<file path="config.mk">
export PLATFORM = sky130hd
export DESIGN_NAME = logic_unit_scheduler
export DESIGN_NICKNAME = d
export VERILOG_FILES = /design/src/rtl/logic_unit_scheduler.sv
export SDC_FILE = /design/constraint.sdc
export NUM_CORES = 1
export LEC_CHECK = 0
export CAP_MARGIN = 20
export CELL_PAD_IN_SITES_DETAIL_PLACEMENT = 1
export CELL_PAD_IN_SITES_GLOBAL_PLACEMENT = 2
export CORE_AREA = 2 2 109 85
export CTS_BUF_LIST = sky130_fd_sc_hd__clkbuf_16
export DETAILED_ROUTE_END_ITERATION = 10
export DIE_AREA = 0 0 111 87
export PLACE_DENSITY_LB_ADDON = 0.3
export SLEW_MARGIN = 20
export SYNTH_ARGS = -nofsm -noshare
export SYNTH_HDL_FRONTEND = slang
export SYNTH_SLANG_ARGS = --single-unit
</file>
<file path="constraint.sdc">
create_clock -name clk -period 1.85 [get_ports clk]
set_input_delay 0.37 -clock clk [delete_from_list [all_inputs] [get_ports clk]]
set_output_delay 0.37 -clock clk [all_outputs]
set_load 0.05 [all_outputs]
</file>
<file path="src/rtl/logic_unit_scheduler.sv">
// ---------------------------------------------------------------------------
// logic_unit_scheduler
//
// Shares one combinational Logic unit (AND/OR/XOR/NOTA/NOTB/CPR) between
// NUM_REQ requesters. It arbitrates round-robin, captures the operands and
// opcode, registers the result and flags, and returns them to the granted
// requester. Each transaction passes through IDLE -> EXEC -> RESP -> IDLE.
//
// CPU_package supplies DATA_WIDTH and enum_alu_opcode_t. It is declared here
// so that this file is self-contained.
//
// Optional feature macro: LOGIC_SCHED_PRIO0_EN
//   defined   : requester 0 has fixed top priority and does not move rr_ptr
//   undefined : pure round-robin across all requesters
//
// Ports:
//   clk        in   rising-edge clock
//   rst_n      in   asynchronous active-low reset
//   req_valid  in   [NUM_REQ]             request valid per requester
//   req_ready  out  [NUM_REQ]             request accept, at most one bit high
//   req_a      in   [NUM_REQ][DATA_WIDTH] operand A per requester
//   req_b      in   [NUM_REQ][DATA_WIDTH] operand B per requester
//   req_op     in   [NUM_REQ] opcode      opcode per requester
//   resp_valid out  [NUM_REQ]             response valid, one-hot to the grant
//   resp_ready in   [NUM_REQ]             response accept per requester
//   resp_data  out  [DATA_WIDTH]          shared result bus
//   resp_flag  out  [3]                   {greater,equal,lower}, CPR only
//   resp_err   out  1                     opcode is not a logic operation
//   busy       out  1                     high whenever state != IDLE
// ---------------------------------------------------------------------------

package CPU_package;
  localparam int DATA_WIDTH = 8;

  typedef enum logic [3:0] {
    ALU_ADD  = 4'd0,
    ALU_SUB  = 4'd1,
    ALU_AND  = 4'd2,
    ALU_OR   = 4'd3,
    ALU_XOR  = 4'd4,
    ALU_NOTA = 4'd5,
    ALU_NOTB = 4'd6,
    ALU_CPR  = 4'd7,
    ALU_SHL  = 4'd8,
    ALU_SHR  = 4'd9
  } enum_alu_opcode_t;
endpackage

module logic_unit_scheduler #(
  parameter int NUM_REQ    = 2,
  parameter int DATA_WIDTH = CPU_package::DATA_WIDTH
) (
  input  logic                                   clk,
  input  logic                                   rst_n,
  input  logic [NUM_REQ-1:0]                     req_valid,
  output logic [NUM_REQ-1:0]                     req_ready,
  input  logic [NUM_REQ-1:0][DATA_WIDTH-1:0]     req_a,
  input  logic [NUM_REQ-1:0][DATA_WIDTH-1:0]     req_b,
  input  CPU_package::enum_alu_opcode_t [NUM_REQ-1:0] req_op,
  output logic [NUM_REQ-1:0]                     resp_valid,
  input  logic [NUM_REQ-1:0]                     resp_ready,
  output logic [DATA_WIDTH-1:0]                  resp_data,
  output logic [2:0]                             resp_flag,
  output logic                                   resp_err,
  output logic                                   busy
);
  import CPU_package::*;

  localparam int PTR_W = (NUM_REQ > 1) ? $clog2(NUM_REQ) : 1;

`ifdef LOGIC_SCHED_PRIO0_EN
  localparam bit PRIO0 = 1'b1;
`else
  localparam bit PRIO0 = 1'b0;
`endif

  typedef enum logic [1:0] {IDLE, EXEC, RESP} state_t;

  state_t                 state;
  logic [PTR_W-1:0]       rr_ptr;
  logic [PTR_W-1:0]       grant;
  logic [DATA_WIDTH-1:0]  a_q;
  logic [DATA_WIDTH-1:0]  b_q;
  enum_alu_opcode_t       op_q;

  logic [PTR_W-1:0]       winner;
  logic [PTR_W-1:0]       rr_next;
  logic [PTR_W:0]         scan_sum;
  logic [PTR_W:0]         next_sum;
  logic                   found;
  logic                   prio_win;
  logic [NUM_REQ-1:0]     winner_onehot;
  logic [NUM_REQ-1:0]     grant_onehot;

  logic [DATA_WIDTH-1:0]  logic_out;
  logic [2:0]             logic_out_flag;
  logic                   is_logic;

  // Round-robin search starting at rr_ptr. rr_ptr and k are both below
  // NUM_REQ, so a single conditional subtract gives the modulo without a
  // divider. With the priority option, requester 0 wins outright. When
  // requester 0 is not requesting, the ordinary scan skips it naturally.
  always_comb begin
    found    = 1'b0;
    prio_win = 1'b0;
    winner   = '0;
    scan_sum = '0;
    if (PRIO0 && req_valid[0]) begin
      found    = 1'b1;
      prio_win = 1'b1;
    end
    for (int k = 0; k < NUM_REQ; k++) begin
      scan_sum = {1'b0, rr_ptr} + (PTR_W+1)'(k);
      if (scan_sum >= (PTR_W+1)'(NUM_REQ))
        scan_sum = scan_sum - (PTR_W+1)'(NUM_REQ);
      if (!found && req_valid[scan_sum[PTR_W-1:0]]) begin
        found  = 1'b1;
        winner = scan_sum[PTR_W-1:0];
      end
    end
  end

  always_comb begin
    next_sum = {1'b0, winner} + (PTR_W+1)'(1);
    rr_next  = next_sum[PTR_W-1:0];
    if (next_sum == (PTR_W+1)'(NUM_REQ))
      rr_next = '0;
  end

  assign winner_onehot = NUM_REQ'(1) << winner;
  assign grant_onehot  = NUM_REQ'(1) << grant;

  // req_ready is combinational in IDLE so the handshake completes in the
  // cycle the request is offered. It is gated by rst_n so that it also stays
  // low while reset is held.
  assign req_ready = (rst_n && state == IDLE && found) ? winner_onehot : '0;

  // The shared Logic unit is driven only from the captured registers.
  // Non-logic opcodes leave the data and flags at zero and raise is_logic low.
  // CPR compares the operands as unsigned values.
  always_comb begin
    logic_out      = '0;
    logic_out_flag = 3'b000;
    is_logic       = 1'b1;
    case (op_q)
      ALU_AND:  logic_out = a_q & b_q;
      ALU_OR:   logic_out = a_q | b_q;
      ALU_XOR:  logic_out = a_q ^ b_q;
      ALU_NOTA: logic_out = ~a_q;
      ALU_NOTB: logic_out = ~b_q;
      ALU_CPR: begin
        if (a_q > b_q)
          logic_out_flag = 3'b100;
        else if (a_q == b_q)
          logic_out_flag = 3'b010;
        else
          logic_out_flag = 3'b001;
      end
      default:  is_logic = 1'b0;
    endcase
  end

  // Scheduler FSM. All outputs except req_ready are registered here.
  // An asynchronous reset drops any in-flight transaction without producing
  // a response.
  always_ff @(posedge clk or negedge rst_n) begin
    if (!rst_n) begin
      state      <= IDLE;
      rr_ptr     <= '0;
      grant      <= '0;
      a_q        <= '0;
      b_q        <= '0;
      op_q       <= enum_alu_opcode_t'(4'd0);
      resp_valid <= '0;
      resp_data  <= '0;
      resp_flag  <= 3'b000;
      resp_err   <= 1'b0;
      busy       <= 1'b0;
    end else begin
      case (state)
        IDLE: begin
          if (found) begin
            a_q   <= req_a[winner];
            b_q   <= req_b[winner];
            op_q  <= req_op[winner];
            grant <= winner;
            if (!prio_win)
              rr_ptr <= rr_next;
            busy  <= 1'b1;
            state <= EXEC;
          end
        end
        EXEC: begin
          resp_data  <= logic_out;
          resp_flag  <= logic_out_flag;
          resp_err   <= ~is_logic;
          resp_valid <= grant_onehot;
          state      <= RESP;
        end
        RESP: begin
          if (resp_ready[grant]) begin
            resp_valid <= '0;
            busy       <= 1'b0;
            state      <= IDLE;
          end
        end
        default: begin
          resp_valid <= '0;
          busy       <= 1'b0;
          state      <= IDLE;
        end
      endcase
    end
  end

endmodule
</file>
==> results.cfg, run 1 <==
[critical_path]
crit_path_end_kind = primary output
path_class = reg2out
slowest_stage = dfrtp_1
worstPathArrival_ps = 1410
critPathBufInv = 1
crit_fanout = 5
crit_chain = nor3_4 > and3_4 > buf_12
cp_slowest_stage_delay_ps = 480
cpLargestDelayFamily = simple AND/OR/NAND/NOR gates
startpoint_type = register
cp.required_ps = 1480

[job]
max-cap-violations = 0

[cts]
cts_tree = done
cts_sinks = 39
cts_buffer_depth = 2
ctsHoldBuffers = 0
clk_pin_slew_worst_paths_ps = 60
cts.htree.levels = 2
cts_buffers = 5
clk-insertion-delay-late_ps = 280
cts_root_buffer = clkbuf_16

[finish]
antenna_cells = 0
final_common_cell = buf_4
mostFrequentLayoutCells = buf_4, clkdlybuf4s50_1, dfrtp_1
drive_gt1_frac = 0.2346
syn2layout_area_growth_pct = 49.46
fill_cells = 1005
finalNetCount = 428

[sta]
slew_violations = 0
finalSetupViolCount = 0
fin_ws_ps = 71.25
slew-limit-headroom = 0.6612
hold_violations = 0
setup_tns_ps = 0
worstMarginPinSlew_ps = 508.1
min_period_ps = 1779
fmax_ghz = 0.5622
rsz0062_at_grt = yes
finalCritPeriodShare = 0.9615
fin_skew_ps = 6.989

[route]
vias = 2148
drcViolationCount = 0
viasPerCell = 4.570
first_iter_violations = 75
wl_per_cell_um = 14.41
drt-total-wl_um = 6773
detail-route-antenna-nets = 0
drt-pass1-iter-count = 4

[synth]
avgSynthCellArea_um2 = 9.398
synthCells = 260
synth_fp_nets = 330
syn_area_um2 = 2444
ys_seq_elements = 39
ys_warn_count = 0
synth_cell_types = 32
seq_area_frac_synth = 0.3994

[power_and_ir_drop]
ir_worst_vdd_uv = 558.1
p_leak_nw = 1.767
power_density_nw_per_um2 = 1661

[place]
place_hpwl_um = 5311
portBuffers = 62
routabilityCongestion = 0.7873
dp_slack_ps = -42.93

[die]
dieArea_um2 = 9657
core_region_area_um2 = 8671
die_x_um = 111
num_rows = 30
die_h_um = 87
io_pins = 63
initial_utilization = 0.2818

[min_path]
hp-class = in2async

[global_routing]
track_usage = 0.1479
grt_pass1_wl_um = 11340
grt_max_degree = 44
grt.overflow.total = 0
antenna_found_initial = 0
grt_pass1_vias = 2218

[run_status]
run_status = finished, final reports clean
-- registers in the layout (all words and copies together) (netlist names) --
register	count
rr_ptr	1
grant	1
a_q	8
state	2
b_q	8
resp_err	1
resp_data	8
op_q	4
resp_valid	2
busy	1
resp_flag	3
-- area by class of cell --
cell class              count  area (um2)  area share
inverters                  23       86.33     0.02364
well taps                 112       140.1     0.03837
clock inverters             2       13.76    0.003768
multi-input cells         183        1360      0.3724
flip-flops and latches     39       975.9      0.2672
repair buffers            106       950.9      0.2604
clock buffers               5       125.1     0.03426
-- power by group --
part	internal (W)	leakage [nW]	total (W)	switching, W
Clock	0.000491	0.0696	0.000820	0.000329
Combinational	0.00166	1.23	0.00370	0.00204
Sequential	0.00123	0.467	0.00154	0.000313
Total	0.00338	1.77	0.00607	0.00268
-- metrics by stage --
| step | cells | instance area, um2 | power [W] | hold WS, ps | util |
|---|---|---|---|---|---|
| finish | 470 | 3652 | 0.006066 | 196.3 | 0.4212 |
| global route | 470 | 3652 | 0.006601 | 247.3 | 0.4212 |
| CTS | 468 | 3600 | 0.005984 | 217.3 | 0.4152 |
| detailed placement | 455 | 3396 | 0.005056 | 474.3 | 0.3916 |
| global placement | 455 | 3396 | 0.004964 | 469.0 | 0.3916 |
| floorplan | 260 | 2457 | 0.003619 | 74.41 | - |
-- worst paths after layout --
check                           slack (ps)      endpoint    startpoint  cells past startpoint
worst max-delay path                    70  req_ready[0]      state[0]                      3
worst min-delay path                   200        a_q[6]         rst_n                      2
worst max register to register          90  resp_flag[0]        b_q[1]                      7
worst min register to register         480  resp_data[3]  resp_data[3]                      2
max in group asynchronous             1300  resp_data[0]         rst_n                      2
min in group clk                       480  resp_data[3]  resp_data[3]                      2
-- what timing repair did --
item / CTS / global route
buffers inserted: 6 / 2
endpoints found under the setup margin: 3 / 4
cloned: 0 / 0
pin swaps: 2 / 6
resized for setup: 5 / 5
-- kinds of logic after synthesis --
kind of cell,after synthesis,synth area share
buffers and inverters,38,0.06912
AND/OR/NAND/NOR,73,0.1347
flip-flops,39,0.3994
adder cells (fa/ha/maj),24,0.1229
multiplexers,28,0.1152
AO/OA/AOI/OAI,58,0.1587
-- worst register-to-register path: cells and delay by family (launching register included) --
kind	cells	cell delay, ps
DFF	1	350
adders and majority gates	1	190
buffers and inverters	2	250
AOI/OAI and AO/OA	4	920
-- routing by layer --
| layer | track usage | vias to the layer above | wire length [um] |
|---|---|---|---|
| met3 | 0.03619 | 4 | 313 |
| li1 | - | 1095 | - |
| met5 | 0 | - | 0 |
| met4 | 0.03182 | 0 | 44 |
| met2 | 0.2192 | 51 | 2733 |
| met1 | 0.2182 | 998 | 3682 |
-- Yosys cell counts --
cell type | number | share of area
a21oi_1 | 23 | 0.047
nor4_1 | 2 | 0.0051
o21bai_1 | 1 | 0.0031
nor2_1 | 40 | 0.061
a32o_2 | 2 | 0.0092
o21ai_0 | 8 | 0.016
dfrtp_1 | 39 | 0.40
or3b_2 | 1 | 0.0036
nand2_1 | 13 | 0.020
a221oi_1 | 1 | 0.0036
a221o_1 | 1 | 0.0041
a21o_1 | 2 | 0.0061
nand4bb_1 | 1 | 0.0046
ha_1 | 24 | 0.12
clkbuf_1 | 4 | 0.0061
mux2i_1 | 27 | 0.11
a211oi_1 | 9 | 0.028
nand3_1 | 1 | 0.0020
o221ai_1 | 4 | 0.014
buf_2 | 9 | 0.018
o21ai_2 | 1 | 0.0036
nor2b_1 | 1 | 0.0026
inv_1 | 23 | 0.035
mux2_2 | 1 | 0.0046
nor3_1 | 6 | 0.012
buf_6 | 2 | 0.0092
or3b_1 | 1 | 0.0036
nand2b_1 | 5 | 0.013
a211o_1 | 2 | 0.0072
nor3_2 | 1 | 0.0041
and3_1 | 1 | 0.0026
a32o_1 | 4 | 0.016
(Power assumes the default switching activity.)
==> run 2: changes to the inputs <==
--- a/config.mk
+++ b/config.mk
@@ -13,6 +13,7 @@
 export DETAILED_ROUTE_END_ITERATION = 10
 export DIE_AREA = 0 0 111 87
 export PLACE_DENSITY_LB_ADDON = 0.3
+export SETUP_SLACK_MARGIN = 0.1
 export SLEW_MARGIN = 20
 export SYNTH_ARGS = -nofsm -noshare
 export SYNTH_HDL_FRONTEND = slang
==> results.cfg, run 2 (synthesis gave the netlist of run 1 again) <==
[job]
max-cap-violations = 0

[power_and_ir_drop]
power_density_nw_per_um2 = 1667
p_leak_nw = 1.763
ir_worst_vdd_uv = 562.8
finalPower_w = 0.006118

[sta]
slew_violations = 0
fin_skew_ps = 12.93
slew-limit-headroom = 0.6603
setup_tns_ps = 0
fin_ws_ps = 123.0
min_period_ps = 1727
finalSetupViolCount = 0
rsz0062_at_grt = yes
worstMarginPinSlew_ps = 509.5
fmax_ghz = 0.5790
hold_violations = 0
finalCritPeriodShare = 0.9335

[finish]
drive_gt1_frac = 0.2486
antenna_cells = 0
syn2layout_area_growth_pct = 50.18
seq_area_um2 = 978.4
reg.largest.list = a_q: 8 flops, b_q: 8 flops, resp_data: 8 flops
finalNetCount = 427
multi_input_area_um2 = 1380
fill_cells = 988
mostFrequentLayoutCells = buf_4, clkdlybuf4s50_1, nor2_1
final_common_cell = buf_4
stdcell_area_um2 = 3670

[cts]
clk_pin_slew_worst_paths_ps = 60
ctsHoldBuffers = 0
cts_buffer_depth = 2
clk-insertion-delay-late_ps = 290
cts_tree = done
cts_root_buffer = clkbuf_16
cts_buffers = 5
cts.htree.levels = 2
cts_sinks = 39

[route]
detail-route-antenna-nets = 0
drt-pass1-iter-count = 4
drt-total-wl_um = 6900
drcViolationCount = 0
viasPerCell = 4.636
first_iter_violations = 39
vias = 2179
wl_per_cell_um = 14.68

[global_routing]
grt_pass1_wl_um = 11750
busiest_layer = met1
grt_util_met2 = 0.2276
grt.overflow.total = 0
track_usage = 0.1542
grt_max_degree = 40
grt_pass1_vias = 2294
use_met3 = 0.03549
antenna_found_initial = 0
met1_usage = 0.2294

[die]
initial_utilization = 0.2818
die_x_um = 111
core_region_area_um2 = 8671
io_pins = 63
num_rows = 30
dieArea_um2 = 9657
die_h_um = 87

[place]
dp_slack_ps = -68.29
placed_area_um2 = 3374
place_hpwl_um = 5353
portBuffers = 62
routabilityCongestion = 0.7693

[critical_path]
r2r-end = resp_flag[0]
ff2ff_path_depth = 6
cp.required_ps = 1480
path_class = reg2out
crit_path_end_kind = primary output
startpoint_type = register
worstPathArrival_ps = 1360
rrSetupSlack_ps = 130
rr_startpoint = a_q[1]
crit_fanout = 4

[run_status]
run_status = finished, final reports clean

[min_path]
hp-class = in2async
[run 2: cell types whose count changed in the layout (fill, tap and decap cells not counted), sizes merged]
cell,delta
clkinv,-1
inv,+1
clkinvlp,+1
buf,-1
[run 2: where the power goes]
group | leakage (nW) | internal [W] | switching [W]
Sequential | 0.464 | 0.00124 | 0.000313
Clock | 0.0710 | 0.000492 | 0.000354
Combinational | 1.23 | 0.00164 | 0.00208
[run 2: timing repair]
item	4_1_cts	5_1_grt
endpoints found under the hold margin	0	0
pin swaps	2	6
resized for setup	11	8
setup endpoints to repair	4	9
setup buffers	8	2
[run 2: how the worst max path moves through the flow]
stage / from / to / slack, ps / depth (start not counted)
after global placement: req_valid[0] / req_ready[1] / -30 / 6
after global routing: a_q[1] / resp_flag[0] / 50 / 6
final: state[0] / req_ready[0] / 120 / 3
after CTS: op_q[1] / resp_data[0] / 110 / 4
after detailed placement: req_valid[0] / req_ready[1] / -70 / 6
after floorplan: state[0] / req_ready[1] / 60 / 5
[run 2: through the flow]
stage | hold WS (ps) | utilization | instances
after floorplan | 74.41 | - | 260
after global placement | 473.1 | 0.3892 | 452
after detailed placement | 476.0 | 0.3892 | 452
after CTS | 213.5 | 0.4185 | 468
after global routing | 243.4 | 0.4232 | 470
final | 178.0 | 0.4232 | 470
[run 2: layout make-up]
class / instances / area share
timing repair buffer: 105 / 0.2571
clock inverter: 3 / 0.004432
inverter: 23 / 0.02353
tap: 112 / 0.03819
clock buffer: 5 / 0.03409
multi-input combinational: 183 / 0.3761
sequential: 39 / 0.2666
[run 2: layer usage]
layer | wire, um | up-vias
li1 | - | 1098
met1 | 3721 | 1021
met2 | 2783 | 55
met3 | 351 | 5
met4 | 44 | 0
met5 | 0 | -
[run 2: worst max-delay path, cell delays in order, from the launching register on]
cell     delay (ps)
dfrtp_2         430
nor3_4          270
and3_4          240
buf_12          130
